File: config.mk
export PLATFORM = sky130hd
export DESIGN_NAME = uart_cmd_rx
export DESIGN_NICKNAME = d
export VERILOG_FILES = /design/src/rtl/uart_cmd_rx.sv
export SDC_FILE = /design/constraint.sdc
export NUM_CORES = 1
export LEC_CHECK = 0
export BUFFER_PORTS_ARGS = -buffer_cell sky130_fd_sc_hd__buf_2
export CORE_ASPECT_RATIO = 2
export CORE_UTILIZATION = 60
export CTS_BUF_LIST = sky130_fd_sc_hd__clkbuf_8 sky130_fd_sc_hd__clkbuf_16
export DETAILED_ROUTE_END_ITERATION = 16
export GPL_ROUTABILITY_DRIVEN = 0
export HOLD_SLACK_MARGIN = 0.02
export PLACE_DENSITY = 0.84
export SLEW_MARGIN = 20
export SYNTH_ARGS = -nofsm -noshare
export SYNTH_HDL_FRONTEND = slang
export SYNTH_SLANG_ARGS = --single-unit
File: constraint.sdc
create_clock -name hz100 -period 2.75 [get_ports hz100]
set_clock_uncertainty 0.1 [all_clocks]
set_input_delay 0.4125 -clock hz100 [delete_from_list [all_inputs] [get_ports hz100]]
set_output_delay 0.4125 -clock hz100 [all_outputs]
set_load 0.01 [all_outputs]
File: src/rtl/uart_cmd_rx.sv
// UART receive-side command reader: pops bytes with a one-cycle rxclk acknowledge
// and parses single-byte ASCII commands that drive the animation select and divider.
module uart_cmd_rx #(
  parameter int unsigned DIV_DEFAULT = 2,
  parameter int unsigned DIV_STEP    = 2,
  parameter int unsigned DIV_MAX     = 20,
  parameter int unsigned ARG_TIMEOUT = 200
) (
  input  logic       hz100,
  input  logic       reset,
  input  logic [7:0] rxdata,
  input  logic       rxready,
  output logic       rxclk,
  output logic [2:0] ctrl,
  output logic [7:0] divider,
  output logic       cmd_ok,
  output logic       cmd_err,
  output logic [7:0] byte_cnt
);

  localparam int unsigned DW = 8;
  localparam int unsigned TW = (ARG_TIMEOUT > 2) ? $clog2(ARG_TIMEOUT) : 1;

  localparam logic [DW-1:0] DIV_DEF  = DW'(DIV_DEFAULT);
  localparam logic [DW-1:0] DIV_INC  = DW'(DIV_STEP);
  localparam logic [DW-1:0] DIV_TOP  = DW'(DIV_MAX);
  localparam logic [DW-1:0] DIV_TOP1 = DW'(DIV_MAX - 1);
  localparam logic [TW-1:0] TMO_LAST = TW'(ARG_TIMEOUT - 1);

  typedef enum logic {HS_IDLE, HS_WAIT_LOW} hs_e;
  typedef enum logic {PS_CMD, PS_ARG} ps_e;

  logic          rx_meta_q, rx_s_q;
  hs_e           hs_q, hs_d;
  logic [DW-1:0] byte_q, byte_d;
  logic          rxclk_q, rxclk_d;
  logic [DW-1:0] cnt_q, cnt_d;
  logic          new_q, new_d;
  ps_e           ps_q, ps_d;
  logic [TW-1:0] tmo_q, tmo_d;
  logic [2:0]    ctrl_q, ctrl_d;
  logic [DW-1:0] div_q, div_d;
  logic          ok_q, ok_d;
  logic          err_q, err_d;

  // State registers, including the rxready synchronizer
  always_ff @(posedge hz100 or posedge reset) begin
    if (reset) begin
      rx_meta_q <= 1'b0;
      rx_s_q    <= 1'b0;
      hs_q      <= HS_IDLE;
      byte_q    <= '0;
      rxclk_q   <= 1'b0;
      cnt_q     <= '0;
      new_q     <= 1'b0;
      ps_q      <= PS_CMD;
      tmo_q     <= '0;
      ctrl_q    <= '0;
      div_q     <= DIV_DEF;
      ok_q      <= 1'b0;
      err_q     <= 1'b0;
    end else begin
      rx_meta_q <= rxready;
      rx_s_q    <= rx_meta_q;
      hs_q      <= hs_d;
      byte_q    <= byte_d;
      rxclk_q   <= rxclk_d;
      cnt_q     <= cnt_d;
      new_q     <= new_d;
      ps_q      <= ps_d;
      tmo_q     <= tmo_d;
      ctrl_q    <= ctrl_d;
      div_q     <= div_d;
      ok_q      <= ok_d;
      err_q     <= err_d;
    end
  end

  // Handshake: one capture per synchronized rxready high period
  always_comb begin
    hs_d    = hs_q;
    byte_d  = byte_q;
    rxclk_d = 1'b0;
    cnt_d   = cnt_q;
    new_d   = 1'b0;
    case (hs_q)
      HS_IDLE: begin
        if (rx_s_q) begin
          byte_d  = rxdata;
          rxclk_d = 1'b1;
          cnt_d   = cnt_q + DW'(1);
          new_d   = 1'b1;
          hs_d    = HS_WAIT_LOW;
        end
      end
      HS_WAIT_LOW: begin
        if (!rx_s_q) hs_d = HS_IDLE;
      end
      default: hs_d = HS_IDLE;
    endcase
  end

  // Parser: a fresh byte always takes priority over the argument timeout
  always_comb begin
    ps_d   = ps_q;
    tmo_d  = tmo_q;
    ctrl_d = ctrl_q;
    div_d  = div_q;
    ok_d   = 1'b0;
    err_d  = 1'b0;
    case (ps_q)
      PS_CMD: begin
        if (new_q) begin
          case (byte_q)
            8'h50: begin
              ps_d  = PS_ARG;
              tmo_d = '0;
            end
            8'h2B: begin
              div_d = (div_q >= DIV_TOP1) ? DIV_TOP : div_q + DIV_INC;
              ok_d  = 1'b1;
            end
            8'h2D: begin
              div_d = (div_q <= DIV_INC) ? '0 : div_q - DIV_INC;
              ok_d  = 1'b1;
            end
            8'h52: begin
              ctrl_d = '0;
              div_d  = DIV_DEF;
              ok_d   = 1'b1;
            end
            8'h0D, 8'h0A: begin
              ok_d = 1'b0;
            end
            default: err_d = 1'b1;
          endcase
        end
      end
      PS_ARG: begin
        if (new_q) begin
          if (byte_q[7:3] == 5'b00110) begin
            ctrl_d = byte_q[2:0];
            ok_d   = 1'b1;
          end else begin
            err_d = 1'b1;
          end
          ps_d  = PS_CMD;
          tmo_d = '0;
        end else if (tmo_q == TMO_LAST) begin
          err_d = 1'b1;
          ps_d  = PS_CMD;
          tmo_d = '0;
        end else begin
          tmo_d = tmo_q + TW'(1);
        end
      end
      default: ps_d = PS_CMD;
    endcase
  end

  assign rxclk    = rxclk_q;
  assign ctrl     = ctrl_q;
  assign divider  = div_q;
  assign cmd_ok   = ok_q;
  assign cmd_err  = err_q;
  assign byte_cnt = cnt_q;

endmodule

==> flow_summary.html <==
<table>
<tr><th>Metric</th><th>Value</th></tr>
<tr><th colspan="2">Outcome</th></tr>
<tr><td>Status</td><td>completed</td></tr>
<tr><th colspan="2">Global routing</th></tr>
<tr><td>Number of global-route vias before repair</td><td>1630</td></tr>
<tr><td>Global-route wire length before repair</td><td>7.169 mm</td></tr>
<tr><td>GR Overflow Total</td><td>0</td></tr>
<tr><td>Global router's overall resource usage</td><td>25.66%</td></tr>
<tr><td>Maximum number of pins on one net before global-route repair</td><td>42</td></tr>
<tr><td>Initial antenna violation count</td><td>0</td></tr>
<tr><th colspan="2">Detailed routing</th></tr>
<tr><td>Pre-Repair DR Iteration Count</td><td>4</td></tr>
<tr><td>ANT nets after route</td><td>0</td></tr>
<tr><td>DR vias</td><td>1653</td></tr>
<tr><td>DRC marker count from the first detailed-route iteration</td><td>44</td></tr>
<tr><td>Average wire length per cell after detail routing</td><td>16.18 µm</td></tr>
<tr><td>Post-detailed-route via-to-cell ratio</td><td>6.309</td></tr>
<tr><td>Routed WL</td><td>4.238 mm</td></tr>
<tr><td># DRC</td><td>0</td></tr>
<tr><th colspan="2">Setup path</th></tr>
<tr><td>Type of element launching the critical path</td><td>flop</td></tr>
<tr><td>Critical setup path kind</td><td>reg -&gt; reg</td></tr>
<tr><td>Worst Path Arrival</td><td>2140 ps</td></tr>
<tr><td>Crit. End Element</td><td>flop</td></tr>
<tr><td>Crit-path max FO</td><td>8</td></tr>
<tr><td>Required time worst endpoint</td><td>2860 ps</td></tr>
<tr><th colspan="2">Placement</th></tr>
<tr><td>Cell count after placement</td><td>254</td></tr>
<tr><td>HPWL after detailed placement</td><td>3.210 mm</td></tr>
<tr><td>Post-DP Area</td><td>2248 µm²</td></tr>
<tr><td>Port-buffer cells</td><td>31</td></tr>
<tr><td>Worst setup slack before clock tree synthesis</td><td>714.8 ps</td></tr>
<tr><th colspan="2">Finish</th></tr>
<tr><td>Synth-to-layout area growth</td><td>13.92%</td></tr>
<tr><td>Area occupied by registers</td><td>1027 µm²</td></tr>
<tr><td>Diode count</td><td>0</td></tr>
<tr><td>Total number of nets in the final design</td><td>245</td></tr>
<tr><td>Fill cells</td><td>231</td></tr>
<tr><td>Post-route insts no fill</td><td>262</td></tr>
<tr><td>Multi-input logic area</td><td>970.9 µm²</td></tr>
<tr><td>Core occupancy in the finished layout</td><td>73.23%</td></tr>
<tr><td>Share of layout cells above drive strength 1</td><td>25.54%</td></tr>
<tr><td>Design Area, Final</td><td>2365 µm²</td></tr>
<tr><th colspan="2">Timing</th></tr>
<tr><td>Achievable Freq</td><td>492.0 MHz</td></tr>
<tr><td>Fin. max-slew vios</td><td>0</td></tr>
<tr><td>Min Clock Period, post-route</td><td>2033 ps</td></tr>
<tr><td>Min Hold Slack</td><td>121.8 ps</td></tr>
<tr><td>Post-route setup TNS</td><td>0 ps</td></tr>
<tr><td># setup viols final</td><td>0</td></tr>
<tr><td>Portion of the clock cycle consumed by the worst path in the final layout</td><td>73.91%</td></tr>
<tr><td>Setup repair after global routing missed its margin</td><td>no</td></tr>
<tr><td>Number of failing hold endpoints at the final stage</td><td>0</td></tr>
<tr><td>Worst-margin pin slew</td><td>697.2 ps</td></tr>
<tr><td>Slew margin rel.</td><td>53.01%</td></tr>
<tr><td>Worst setup slack after layout</td><td>717.4 ps</td></tr>
<tr><th colspan="2">Logic synthesis</th></tr>
<tr><td>Leading post-synthesis cells by instance count</td><td>sky130_fd_sc_hd__dfrtp_1 (40), sky130_fd_sc_hd__nand2_1 (16), sky130_fd_sc_hd__nor2_1 (13), sky130_fd_sc_hd__o21ai_0 (13)</td></tr>
<tr><td>Mean instance size in the synthesized netlist</td><td>10.54 µm²</td></tr>
<tr><td>Dominant synthesized flop cell</td><td>sky130_fd_sc_hd__dfrtp_1</td></tr>
<tr><td>Share of the yosys chip area belonging to registers</td><td>49.49%</td></tr>
<tr><td>Top area cells in the synthesized netlist</td><td>sky130_fd_sc_hd__dfrtp_1 (48%), sky130_fd_sc_hd__mux2_2 (4.9%), sky130_fd_sc_hd__o21ai_0 (3.1%)</td></tr>
<tr><td>Number of distinct library cells after synthesis</td><td>52</td></tr>
<tr><td>Count of yosys warnings during synthesis</td><td>0</td></tr>
<tr><td>Library cell with the largest summed area after synthesis</td><td>sky130_fd_sc_hd__dfrtp_1</td></tr>
<tr><td>Share of flip-flops with an asynchronous set or reset after synthesis</td><td>100.0%</td></tr>
<tr><td>Cell area after technology mapping</td><td>2076 µm²</td></tr>
<tr><td>Library cell with the highest instance count after synthesis</td><td>sky130_fd_sc_hd__dfrtp_1</td></tr>
<tr><td>EDFF count, synth</td><td>0</td></tr>
<tr><td>Share of Yosys cell area claimed by the top area cell type</td><td>48.22%</td></tr>
<tr><td>Post-Synthesis Net Count</td><td>212</td></tr>
<tr><td>Flip-flop and latch count after synthesis</td><td>41</td></tr>
<tr><td>Syn Inst Count</td><td>197</td></tr>
<tr><th colspan="2">Pwr</th></tr>
<tr><td>Internal power component</td><td>1.130 mW</td></tr>
<tr><td>PwrDens</td><td>673.6 nW/µm²</td></tr>
<tr><td>Clk pwr share</td><td>30.6%</td></tr>
<tr><td>Peak VDD IR</td><td>0.0006066 V</td></tr>
<tr><td>Reg power frac</td><td>49.5%</td></tr>
<tr><td>Switching power summed over all nets</td><td>0.4625 mW</td></tr>
<tr><td>Net switching share of the total power</td><td>29.03%</td></tr>
<tr><td>Leakage</td><td>1.090 nW</td></tr>
<tr><td>Part of the total power dissipated in combinational logic</td><td>19.9%</td></tr>
<tr><td>Final Power</td><td>1.593 mW</td></tr>
<tr><th colspan="2">CTS</th></tr>
<tr><td>Cell chosen for the clock root</td><td>sky130_fd_sc_hd__clkbuf_8</td></tr>
<tr><td>TritonCTS clock tree</td><td>built</td></tr>
<tr><td>Setup repair bufs after CTS</td><td>0</td></tr>
<tr><td>Number of buffers between clock root and the deepest sink</td><td>2</td></tr>
<tr><td>Number of clock sinks seen by CTS</td><td>41</td></tr>
<tr><td>Worst skew pair latency</td><td>290 ps</td></tr>
<tr><td>CTS H-tree depth</td><td>2</td></tr>
<tr><td>Resize count post-CTS</td><td>0</td></tr>
<tr><td>Clock-pin transition on the worst setup and hold timing paths</td><td>70 ps</td></tr>
<tr><td>Number of buffers created by CTS</td><td>5</td></tr>
<tr><td>Count of hold buffers inserted by post-cts repair</td><td>0</td></tr>
<tr><th colspan="2">Run</th></tr>
<tr><td>Number of max-cap violations</td><td>0</td></tr>
<tr><th colspan="2">Floorplanning</th></tr>
<tr><td>Initial cell density of the core</td><td>64.28%</td></tr>
<tr><td>Placeable core region</td><td>3229 µm²</td></tr>
<tr><td>Vertical die dimension</td><td>85.18 µm</td></tr>
<tr><td>Total number of placement rows</td><td>29</td></tr>
<tr><td>Die Span X</td><td>43.59 µm</td></tr>
<tr><td>Boundary Pins</td><td>33</td></tr>
<tr><td>Floorplan die area</td><td>3713 µm²</td></tr>
<tr><th colspan="2">Hold path</th></tr>
<tr><td>Worst hold path class</td><td>in -&gt; reg</td></tr>
</table>
==> per-layer routing <==
layer  GRT usage (%)  vias up  share of wire [%]  wire [µm]
met2           46.81       43                 57       2431
met1           27.21      819                 38       1597
li1                -      782                  -          -
met4           11.65        0                2.1         91
met5               0        -                  0          0
met3           4.255        9                2.8        117
==> power by group through the flow <==
stage | clock network (mW) | registers (mW) | logic [mW]
3_5_place_dp | 0 | 0.800 | 0.319
2_1_floorplan | 0 | 0.798 | 0.200
3_3_place_gp | 0 | 0.790 | 0.299
5_1_grt | 0.516 | 0.805 | 0.354
6_report | 0.487 | 0.789 | 0.316
4_1_cts | 0.496 | 0.789 | 0.321
==> worst paths after layout <==
| check | start | to | slack [ps] | cells after the start |
|---|---|---|---|---|
| max in group asynchronous | reset | divider[1]$_DFFE_PP1P_ | 2050 | 3 |
| max | byte_q[6]$_DFFE_PP0P_ | divider[3]$_DFFE_PP0P_ | 720 | 5 |
| max reg2reg | byte_q[6]$_DFFE_PP0P_ | divider[3]$_DFFE_PP0P_ | 720 | 5 |
| min | rxready | rx_meta_q$_DFF_PP0_ | 120 | 1 |
| min in group asynchronous | reset | byte_cnt[3]$_DFFE_PP0P_ | 140 | 3 |
| min reg2reg | rx_meta_q$_DFF_PP0_ | rx_s_q$_DFF_PP0_ | 260 | 0 |
==> state kept, by name, indices dropped and copies added, names as in the netlist <==
name / cells
new_q: 1
cmd_err: 1
ctrl: 3
rx_meta_q: 1
hs_q: 1
tmo_q: 8
divider: 7
byte_q: 8
byte_cnt: 8
cmd_ok: 1
ps_q: 1
rx_s_q: 1
==> worst max-delay path: stages (launching register included) <==
cell and delay [ps]:
sky130_fd_sc_hd__dfrtp_1 450, sky130_fd_sc_hd__nor3b_4 330, sky130_fd_sc_hd__nand4_2 210, sky130_fd_sc_hd__or2_1 370, sky130_fd_sc_hd__o221a_1 290, sky130_fd_sc_hd__a211oi_2 200
==> cell families (layout without fill, tap and decap cells) <==
| group | count (synthesis) | count (layout) | synth area share [%] |
|---|---|---|---|
| AO/OA/AOI/OAI | 46 | 46 | 16.46 |
| XOR/XNOR | 9 | 9 | 3.797 |
| adder cells (fa/ha/maj) | 4 | 4 | 2.411 |
| buffers and inverters | 17 | 51 | 3.737 |
| flip-flops | 41 | 41 | 49.49 |
| multiplexers | 9 | 9 | 4.883 |
| other | 1 | 1 | 0.1807 |
| AND/OR/NAND/NOR | 70 | 70 | 19.05 |
==> cell usage in the layout, fill, tap and decap left out, types with 2 or more instances in the layout <==
cell,synthesis,layout
sky130_fd_sc_hd__nand4_1,4,4
sky130_fd_sc_hd__and3_1,2,2
sky130_fd_sc_hd__inv_1,9,10
sky130_fd_sc_hd__ha_1,4,4
sky130_fd_sc_hd__or3_1,2,2
sky130_fd_sc_hd__a22o_1,5,5
sky130_fd_sc_hd__o21ai_0,13,13
sky130_fd_sc_hd__buf_2,2,31
sky130_fd_sc_hd__nor2_1,13,13
sky130_fd_sc_hd__nor2b_1,5,5
sky130_fd_sc_hd__clkbuf_8,0,6
sky130_fd_sc_hd__or2_1,2,2
sky130_fd_sc_hd__nor4b_1,3,3
sky130_fd_sc_hd__xnor2_1,5,5
sky130_fd_sc_hd__buf_4,1,3
sky130_fd_sc_hd__a32o_1,3,3
sky130_fd_sc_hd__nand2_1,16,16
sky130_fd_sc_hd__nand2b_1,2,2
sky130_fd_sc_hd__mux2_2,9,9
sky130_fd_sc_hd__dfrtp_1,40,40
sky130_fd_sc_hd__xor2_1,4,4
sky130_fd_sc_hd__o21a_1,3,3
sky130_fd_sc_hd__nor3_1,5,5
sky130_fd_sc_hd__a21oi_1,7,7
sky130_fd_sc_hd__nand3_1,7,7
==> cell type report <==
cell class | instances | share of cell area [%]
inverter | 9 | 1.429
multi-input combinational | 139 | 41.06
clock inverter | 2 | 1.429
sequential | 41 | 43.44
clock buffer | 6 | 3.492
tap | 31 | 1.640
timing repair buffer | 34 | 7.513
(Power assumes the default switching activity.)
